$ cat src/rtl/bt_tx_scheduler.sv
// bt_tx_scheduler
//   Shares one UART transmitter between two byte-stream FIFOs. ch0 carries sensor
//   data and is only eligible with the link up and outside AT mode. ch1 carries
//   host/AT traffic and is eligible whenever it is non-empty. Channels are served
//   round-robin. Each grant is locked for a burst of up to MAX_BURST bytes. Every
//   byte is popped, latched, handed to the transmitter, and held until tx_done.
//
// Ports
//   clock, reset          system clock, asynchronous active-high reset
//   at_mode, bt_state     AT-command mode, link-up indication
//   ch0_empty/rd_en/data  sensor FIFO interface (data valid the cycle after rd_en)
//   ch1_empty/rd_en/data  host FIFO interface (data valid the cycle after rd_en)
//   tx_start, tx_data     request and byte to the UART transmitter
//   tx_done               transmitter completion pulse
//   grant                 one-hot current owner (bit0 = ch0, bit1 = ch1), 00 when idle
//   busy                  high whenever the FSM is not idle
//   bytes_sent            bytes completed since reset (wraps)
module bt_tx_scheduler #(
  parameter int unsigned MAX_BURST  = 16,
  parameter int unsigned GAP_CYCLES = 2,
  parameter int unsigned CNT_W      = 16
) (
  input  logic             clock,
  input  logic             reset,
  input  logic             at_mode,
  input  logic             bt_state,
  input  logic             ch0_empty,
  output logic             ch0_rd_en,
  input  logic [7:0]       ch0_data,
  input  logic             ch1_empty,
  output logic             ch1_rd_en,
  input  logic [7:0]       ch1_data,
  output logic             tx_start,
  output logic [7:0]       tx_data,
  input  logic             tx_done,
  output logic [1:0]       grant,
  output logic             busy,
  output logic [CNT_W-1:0] bytes_sent
);

  localparam logic [7:0] BurstMax = 8'(MAX_BURST);
  // GAP_CYCLES = 0 still spends one cycle in the gap state.
  localparam logic [3:0] GapLast  = (GAP_CYCLES == 0) ? 4'd0 : 4'(GAP_CYCLES - 1);

  typedef enum logic [2:0] {
    StIdle,
    StPop,
    StLatch,
    StSend,
    StGap
  } state_e;

  state_e     state;
  logic [7:0] burst_cnt;
  logic [3:0] gap_cnt;
  logic       last_ch1;  // 1 when ch1 was the most recently served channel

  logic elig0;
  logic elig1;
  logic pick_ch1;
  logic cur_elig;

  assign elig0 = ~ch0_empty & bt_state & ~at_mode;
  assign elig1 = ~ch1_empty;

  // On a tie the channel not served last wins.
  assign pick_ch1 = elig1 & (~elig0 | ~last_ch1);

  // Eligibility of the channel that currently holds the grant.
  assign cur_elig = grant[1] ? elig1 : elig0;

  always_ff @(posedge clock or posedge reset) begin
    if (reset) begin
      state      <= StIdle;
      grant      <= 2'b00;
      busy       <= 1'b0;
      ch0_rd_en  <= 1'b0;
      ch1_rd_en  <= 1'b0;
      tx_start   <= 1'b0;
      tx_data    <= 8'h00;
      bytes_sent <= '0;
      burst_cnt  <= 8'd0;
      gap_cnt    <= 4'd0;
      last_ch1   <= 1'b1;
    end else begin
      // Read strobes are single-cycle; they are raised only on entry to POP.
      ch0_rd_en <= 1'b0;
      ch1_rd_en <= 1'b0;

      unique case (state)
        StIdle: begin
          if (elig0 | elig1) begin
            grant     <= pick_ch1 ? 2'b10 : 2'b01;
            ch0_rd_en <= ~pick_ch1;
            ch1_rd_en <= pick_ch1;
            burst_cnt <= 8'd0;
            busy      <= 1'b1;
            state     <= StPop;
          end
        end

        StPop: begin
          state <= StLatch;
        end

        StLatch: begin
          tx_data  <= grant[1] ? ch1_data : ch0_data;
          tx_start <= 1'b1;
          state    <= StSend;
        end

        StSend: begin
          if (tx_done) begin
            tx_start   <= 1'b0;
            bytes_sent <= bytes_sent + CNT_W'(1);
            burst_cnt  <= burst_cnt + 8'd1;
            gap_cnt    <= 4'd0;
            state      <= StGap;
          end
        end

        StGap: begin
          if (gap_cnt == GapLast) begin
            if ((burst_cnt < BurstMax) && cur_elig) begin
              // Continue the burst on the same grant.
              ch0_rd_en <= grant[0];
              ch1_rd_en <= grant[1];
              state     <= StPop;
            end else begin
              last_ch1 <= grant[1];
              grant    <= 2'b00;
              busy     <= 1'b0;
              state    <= StIdle;
            end
          end else begin
            gap_cnt <= gap_cnt + 4'd1;
          end
        end

        default: begin
          state <= StIdle;
        end
      endcase
    end
  end

endmodule
$ cat config.mk
export PLATFORM = sky130hd
export DESIGN_NAME = bt_tx_scheduler
export DESIGN_NICKNAME = d
export VERILOG_FILES = /design/src/rtl/bt_tx_scheduler.sv
export SDC_FILE = /design/constraint.sdc
export NUM_CORES = 1
export LEC_CHECK = 0
export ABC_CLOCK_PERIOD_IN_PS = 2200
export CAP_MARGIN = 20
export CORE_AREA = 2 2 69 119
export DETAILED_ROUTE_END_ITERATION = 10
export DIE_AREA = 0 0 71 121
export DONT_BUFFER_PORTS = 1
export PLACE_DENSITY_LB_ADDON = 0.15
export SYNTH_ARGS = -nofsm -noshare
export SYNTH_HDL_FRONTEND = slang
export SYNTH_SLANG_ARGS = --single-unit
$ cat constraint.sdc
create_clock -name clock -period 2.2 [get_ports clock]
set_clock_uncertainty 0.1 [all_clocks]
set_input_delay 0.22 -clock clock [delete_from_list [all_inputs] [get_ports clock]]
set_output_delay 0.22 -clock clock [all_outputs]
set_load 0.005 [all_outputs]
==> run metrics, run 1 <==
GRT overflow=0; fin cells=roughly 300; PortBufs=0; Chip Width=71 µm; DIE AREA=8590 µm²; clk sinks=between 40 and 50; DR vias=1540; IO Count=53; Hold Path Class=input pin to flop; fraction of layout cells with a size suffix above 1=~8.9%; DR DRC count=0; Post-synth EDFFs=0; total power per unit cell area=1150 nW/µm²; Placement Cell Area=2320 µm²; initial antenna violation count=0; synthesized area per cell=10.6 µm²; Cell Area, Synth=2220 µm²; Seq/Total Area, Yosys=between 50% and 60%; CTS tree=done; htree depth=2; global-route wire length before repair=8580 µm; Slew Viols, Final=0; fin crit share=88.1%; WL/cell=around 17 µm; Max-slew headroom=57.8%; Rows=42; Design Area, Final=2460 µm²; Hold Violations, Final=0; final wirelength=5010 µm; Final min period=1.94 ns; HPWL Detailed=3690 µm; CTS Buf Count=5; GRT Overall Usage=13.1%; Die Span Y=121 µm; total number of yosys warnings=0; Max Freq=516 MHz; CTS max path bufs=2; Worst-Skew Late Latency=0.29 ns; Placeable Area=7620 µm²; final setup margin=roughly 0.26 ns; pin count of the biggest net entering global routing=19; Post-synth top flop=dfrtp_1; root buffer cell=clkbuf_16; Initial Utilization=29.2%; RSZ-0062 raised after global routing=no; outcome=finished clean; Starting DRT DRC Count=60; RePlAce Congestion=around 0.76; worst hold slack=0.0411 ns; post-synth cell types=42; cells after synthesis=between 200 and 250; Crit path arrival time=2.01 ns; Setup WS pre-CTS=0.283 ns; final net count=240; total nets after synthesis=236; # fillers=768; max cap viols=0; Critical Path RT=2.27 ns; CP startpoint kind=flop; total power=2.83 mW; final setup fails=0; #FFs+latches synth=46; final core occ=32.3%; Leak Pwr=1.11 nW; setup TNS=0 ns; Detail Route Antenna Nets=0; Pre-antenna DRT Iters=4; vias per cell=5.12; Synth-to-Final Area Change=10.9%; Critical Path Sink Type=flop; placed insts=293; maximum vdd drop=~0.38 mV; Worst-path clk slew=0.06 ns; Critical Path Fanout Max=16; R2R setup slack=between 0.2 and 0.3 ns; diodes inserted=0; slew at the pin with the worst max-slew slack=0.633 ns; most common cell after layout, fill and taps aside=dfrtp_1; WS Path Type=flop to flop; vias in the first global route=1676; FFs w/ async S/R, synth=100%; most frequent cells in the layout=dfrtp_1, nor2_1, nand2_1, xnor2_1, nand3_1
## layer usage
metal	share of wire, %	vias to the layer above	global-route usage (%)
met3	7.1	8	3.90
met5	0	-	0
met2	55	52	24.1
met1	35	750	12.9
li1	-	730	-
met4	2.3	0	6.60
## path summary, 6_finish.rpt
path / start / depth (start not counted) / endpoint
hold / removal: ch0_data[6] / 2 / tx_data[6]
max in group asynchronous: reset / 3 / burst_cnt[4]
setup reg to reg: state[1] / 4 / bytes_sent[9]
hold reg to reg: bytes_sent[15] / 1 / bytes_sent[15]
setup / recovery: state[1] / 4 / bytes_sent[9]
min in group asynchronous: reset / 2 / tx_data[0]
## what timing repair did
item | CTS | global route
buffers inserted | 0 | 0
hold buffers | 1 | 0
gates resized for setup | 0 | 0
hold endpoints to repair | 15 | 0
## final cells by class
cell class / instances / area, µm² / area share, %
Timing Repair Buffer: 5 / 40.0 / 1.63
Clock inverter: 2 / 10.0 / 0.406
Tap cell: 88 / 110 / 4.47
Sequential cell: 46 / 1150 / 46.8
Clock buffer: 5 / 125 / 5.08
Multi-Input combinational cell: 149 / 1000 / 40.7
Inverter: 6 / 22.5 / 0.914
## cell usage after synthesis (all sizes together) (3+ instances only)
master | count | share of area, %
xor2 | 9 | 3.5
nand2 | 16 | 2.7
dfrtp | 45 | 51
o21ai | 4 | 1.1
nor3 | 6 | 1.4
buf | 7 | 1.8
nor2 | 23 | 3.9
a21oi | 11 | 3.0
xnor2 | 14 | 5.5
a21o | 5 | 1.7
and3 | 4 | 1.1
nand3 | 11 | 2.5
mux2i | 8 | 3.6
nor4 | 6 | 2.0
nand4 | 6 | 1.7
ha | 4 | 2.3
nor2b | 3 | 0.84
inv | 6 | 1.0
## kinds of logic after synthesis
family / Yosys count / share of synthesized area (%)
fa+ha+maj: 4 / 2.25
compound gates: 25 / 7.49
simple gates: 87 / 21.7
buf+inv: 14 / 2.98
xor+xnor: 23 / 9.07
mux: 10 / 4.62
flops: 46 / 51.9
## registers in the layout (all words and copies together), names as in the netlist
name,cells
tx_data,8
gap_cnt,4
grant,2
ch1_rd_en,1
busy,1
state,3
ch0_rd_en,1
tx_start,1
burst_cnt,8
last_ch1,1
bytes_sent,16
## power breakdown
part	switching, mW	internal (mW)	total (mW)
combinational	0.420	0.339	0.759
clock	0.309	0.410	0.720
sequential	0.287	1.06	1.35
total	1.02	1.81	2.83
## critical path, cell delays in order, from the launching register on
cell	delay, ns
dfrtp_1	0.60
nand4b_4	0.31
nor4_1	0.51
nand3_1	0.15
xnor2_1	0.14
No activity file was read; power rests on OpenSTA's default activity.
==> run 2, diff against run 1 <==
--- a/config.mk
+++ b/config.mk
@@ -11,7 +11,7 @@
 export DETAILED_ROUTE_END_ITERATION = 10
 export DIE_AREA = 0 0 71 121
 export DONT_BUFFER_PORTS = 1
-export PLACE_DENSITY_LB_ADDON = 0.15
+export PLACE_DENSITY_LB_ADDON = 0.12
 export SYNTH_ARGS = -nofsm -noshare
 export SYNTH_HDL_FRONTEND = slang
 export SYNTH_SLANG_ARGS = --single-unit
==> constraint.sdc (replaced) <==
create_clock -name clock -period 2.2 [get_ports clock]
set_clock_uncertainty 0.1 [all_clocks]
set_input_delay 0 -clock clock [delete_from_list [all_inputs] [get_ports clock]]
set_output_delay 0 -clock clock [all_outputs]
set_load 0.005 [all_outputs]
==> run metrics, run 2 (synthesis results as in run 1) <==
crit path cell chain=nand4b_4, nor4_1, nand3_1, xnor2_1 (unchanged); GRT overflow=0 (unchanged); Slew Viols, Final=0 (unchanged); max cap viols=0 (unchanged); final wirelength=4880 µm (was 5010 µm); most frequent cells in the layout=dfrtp_1, nor2_1, dlygate4sd3_1, nand2_1, xnor2_1 (was dfrtp_1, nor2_1, nand2_1, xnor2_1, nand3_1); Critical Path RT=2.27 ns (about the same); Detail Route Antenna Nets=0 (unchanged); CTS max path bufs=2 (unchanged); Final min period=1.82 ns (was 1.94 ns); Pre-antenna DRT Iters=4 (unchanged); Starting DRT DRC Count=75 (was 60); final net count=258 (was 240); Max-slew headroom=59.4% (was 57.8%); Critical-path top delay cell=dfrtp_1 (unchanged); IO Count=53 (unchanged); Worst-path clk slew=0.06 ns (about the same); GRT Overall Usage=12.7% (was 13.1%); PortBufs=0 (unchanged); htree depth=2 (unchanged); initial antenna violation count=0 (unchanged); biggest regs=bytes_sent (16), burst_cnt (8), tx_data (8) (unchanged); Hold Violations, Final=0 (unchanged); Worst-Skew Late Latency=0.29 ns (about the same); fraction of layout cells with a size suffix above 1=8.19% (was 8.92%); pin count of the biggest net entering global routing=47 (was 19); Die Span Y=121 µm (unchanged); DR vias=1597 (was 1540); final setup fails=0 (unchanged); WL/cell=15.3 µm (was 16.6 µm); Synth-to-Final Area Change=19.5% (was 10.9%); DR DRC count=0 (unchanged); Leak Pwr=1.19 nW (was 1.11 nW); CTS tree=done (unchanged); maximum vdd drop=0.459 mV (was 0.383 mV); total power per unit cell area=1110 nW/µm² (was 1150 nW/µm²); Max Freq=549 MHz (was 516 MHz); slew at the pin with the worst max-slew slack=0.609 ns (was 0.633 ns); Design Area, Final=2660 µm² (was 2460 µm²); outcome=finished clean (unchanged); Rows=42 (unchanged); Placeable Area=7620 µm² (unchanged); Crit path arrival time=1.89 ns (was 2.01 ns); Worst path max stage delay=0.59 ns (was 0.60 ns); fin crit share=82.8% (was 88.1%); Critical Path Sink Type=flop (unchanged); HPWL Detailed=3380 µm (was 3690 µm); Largest register FFs=16 (unchanged); Chip Width=71 µm (unchanged); Top reg by flops=bytes_sent (unchanged); worst hold slack=0.00540 ns (was 0.0411 ns); clk sinks=46 (unchanged); vias in the first global route=1757 (was 1676); global-route wire length before repair=8460 µm (was 8580 µm); diodes inserted=0 (unchanged); # fillers=763 (was 768); Critical Path Fanout Max=11 (was 16); WS Path Type=flop to flop (unchanged); Post-CTS Setup Inserts=0 (unchanged); DIE AREA=8590 µm² (unchanged); RePlAce Congestion=0.684 (was 0.760); Hold Path Class=input pin to flop (unchanged); RSZ-0062 raised after global routing=no (unchanged); CP startpoint kind=flop (unchanged); most common cell after layout, fill and taps aside=dfrtp_1 (unchanged); vias per cell=4.99 (was 5.12); setup TNS=0 ns (unchanged); Placement Cell Area=2320 µm² (unchanged); Initial Utilization=29.2% (unchanged); CTS Buf Count=5 (unchanged); root buffer cell=clkbuf_16 (unchanged)
## run 2: changes by cell type in the layout (fill, tap and decap cells not counted), sizes merged
cell         change
dlygate4sd3     +18
clkinv           -1
clkbuf           +2
## run 2: layer usage
| metal | vias to the layer above | routed length, µm | track usage [%] |
|---|---|---|---|
| li1 | 769 | - | - |
| met1 | 774 | 1840 | 13.0 |
| met2 | 46 | 2660 | 23.3 |
| met3 | 8 | 258 | 3.49 |
| met4 | 0 | 128 | 6.13 |
| met5 | - | 0 | 0 |
## run 2: final timing paths
check                                  to           start  cells past startpoint  slack [ns]
setup / recovery            bytes_sent[9]        state[1]                      4        0.38
hold / removal                   grant[0]       ch1_empty                      3       0.005
setup reg to reg            bytes_sent[9]        state[1]                      4        0.38
hold reg to reg            bytes_sent[15]  bytes_sent[15]                      1        0.39
max in group asynchronous            busy           reset                      3        1.38
min in group asynchronous        tx_start           reset                      3        0.23
## run 2: metrics by stage
| step | setup WS, ns | std cells | total power, mW | utilization (%) |
|---|---|---|---|---|
| 2_1_floorplan | 0.484 | 209 | 1.95 | - |
| 3_3_place_gp | 0.316 | 293 | 2.14 | 30.4 |
| 3_5_place_dp | 0.345 | 293 | 2.15 | 30.4 |
| 4_1_cts | 0.325 | 320 | 3.01 | 34.9 |
| 5_1_grt | 0.117 | 320 | 3.17 | 34.9 |
| 6_report | 0.377 | 320 | 2.95 | 34.9 |
## run 2: area by class of cell
type                    instances  area [µm²]  area share [%]
clock buffers                   7         143            5.37
clock inverters                 1        5.00           0.188
inverters                       6        22.5           0.848
multi-input cells             149        1000            37.8
flip-flops and latches         46        1150            43.4
well taps                      88         110            4.15
repair buffers                 23         220            8.29
## run 2: worst max-delay path, delay by kind of cell, from the launching register on
| family | cells | cell delay (ns) |
|---|---|---|
| xor gates and xnor gates | 1 | 0.14 |
| and+or+nand+nor | 3 | 0.88 |
| DFF | 1 | 0.59 |
## run 2: power breakdown
group	total (mW)	internal [mW]	switching, mW
registers	1.36	1.06	0.293
clock network	0.757	0.451	0.307
logic	0.832	0.412	0.420
## run 2: what timing repair did
action                    4_1_cts  5_1_grt
gates resized for setup         0        0
hold buffers                   19        0
hold endpoints to repair       67        0
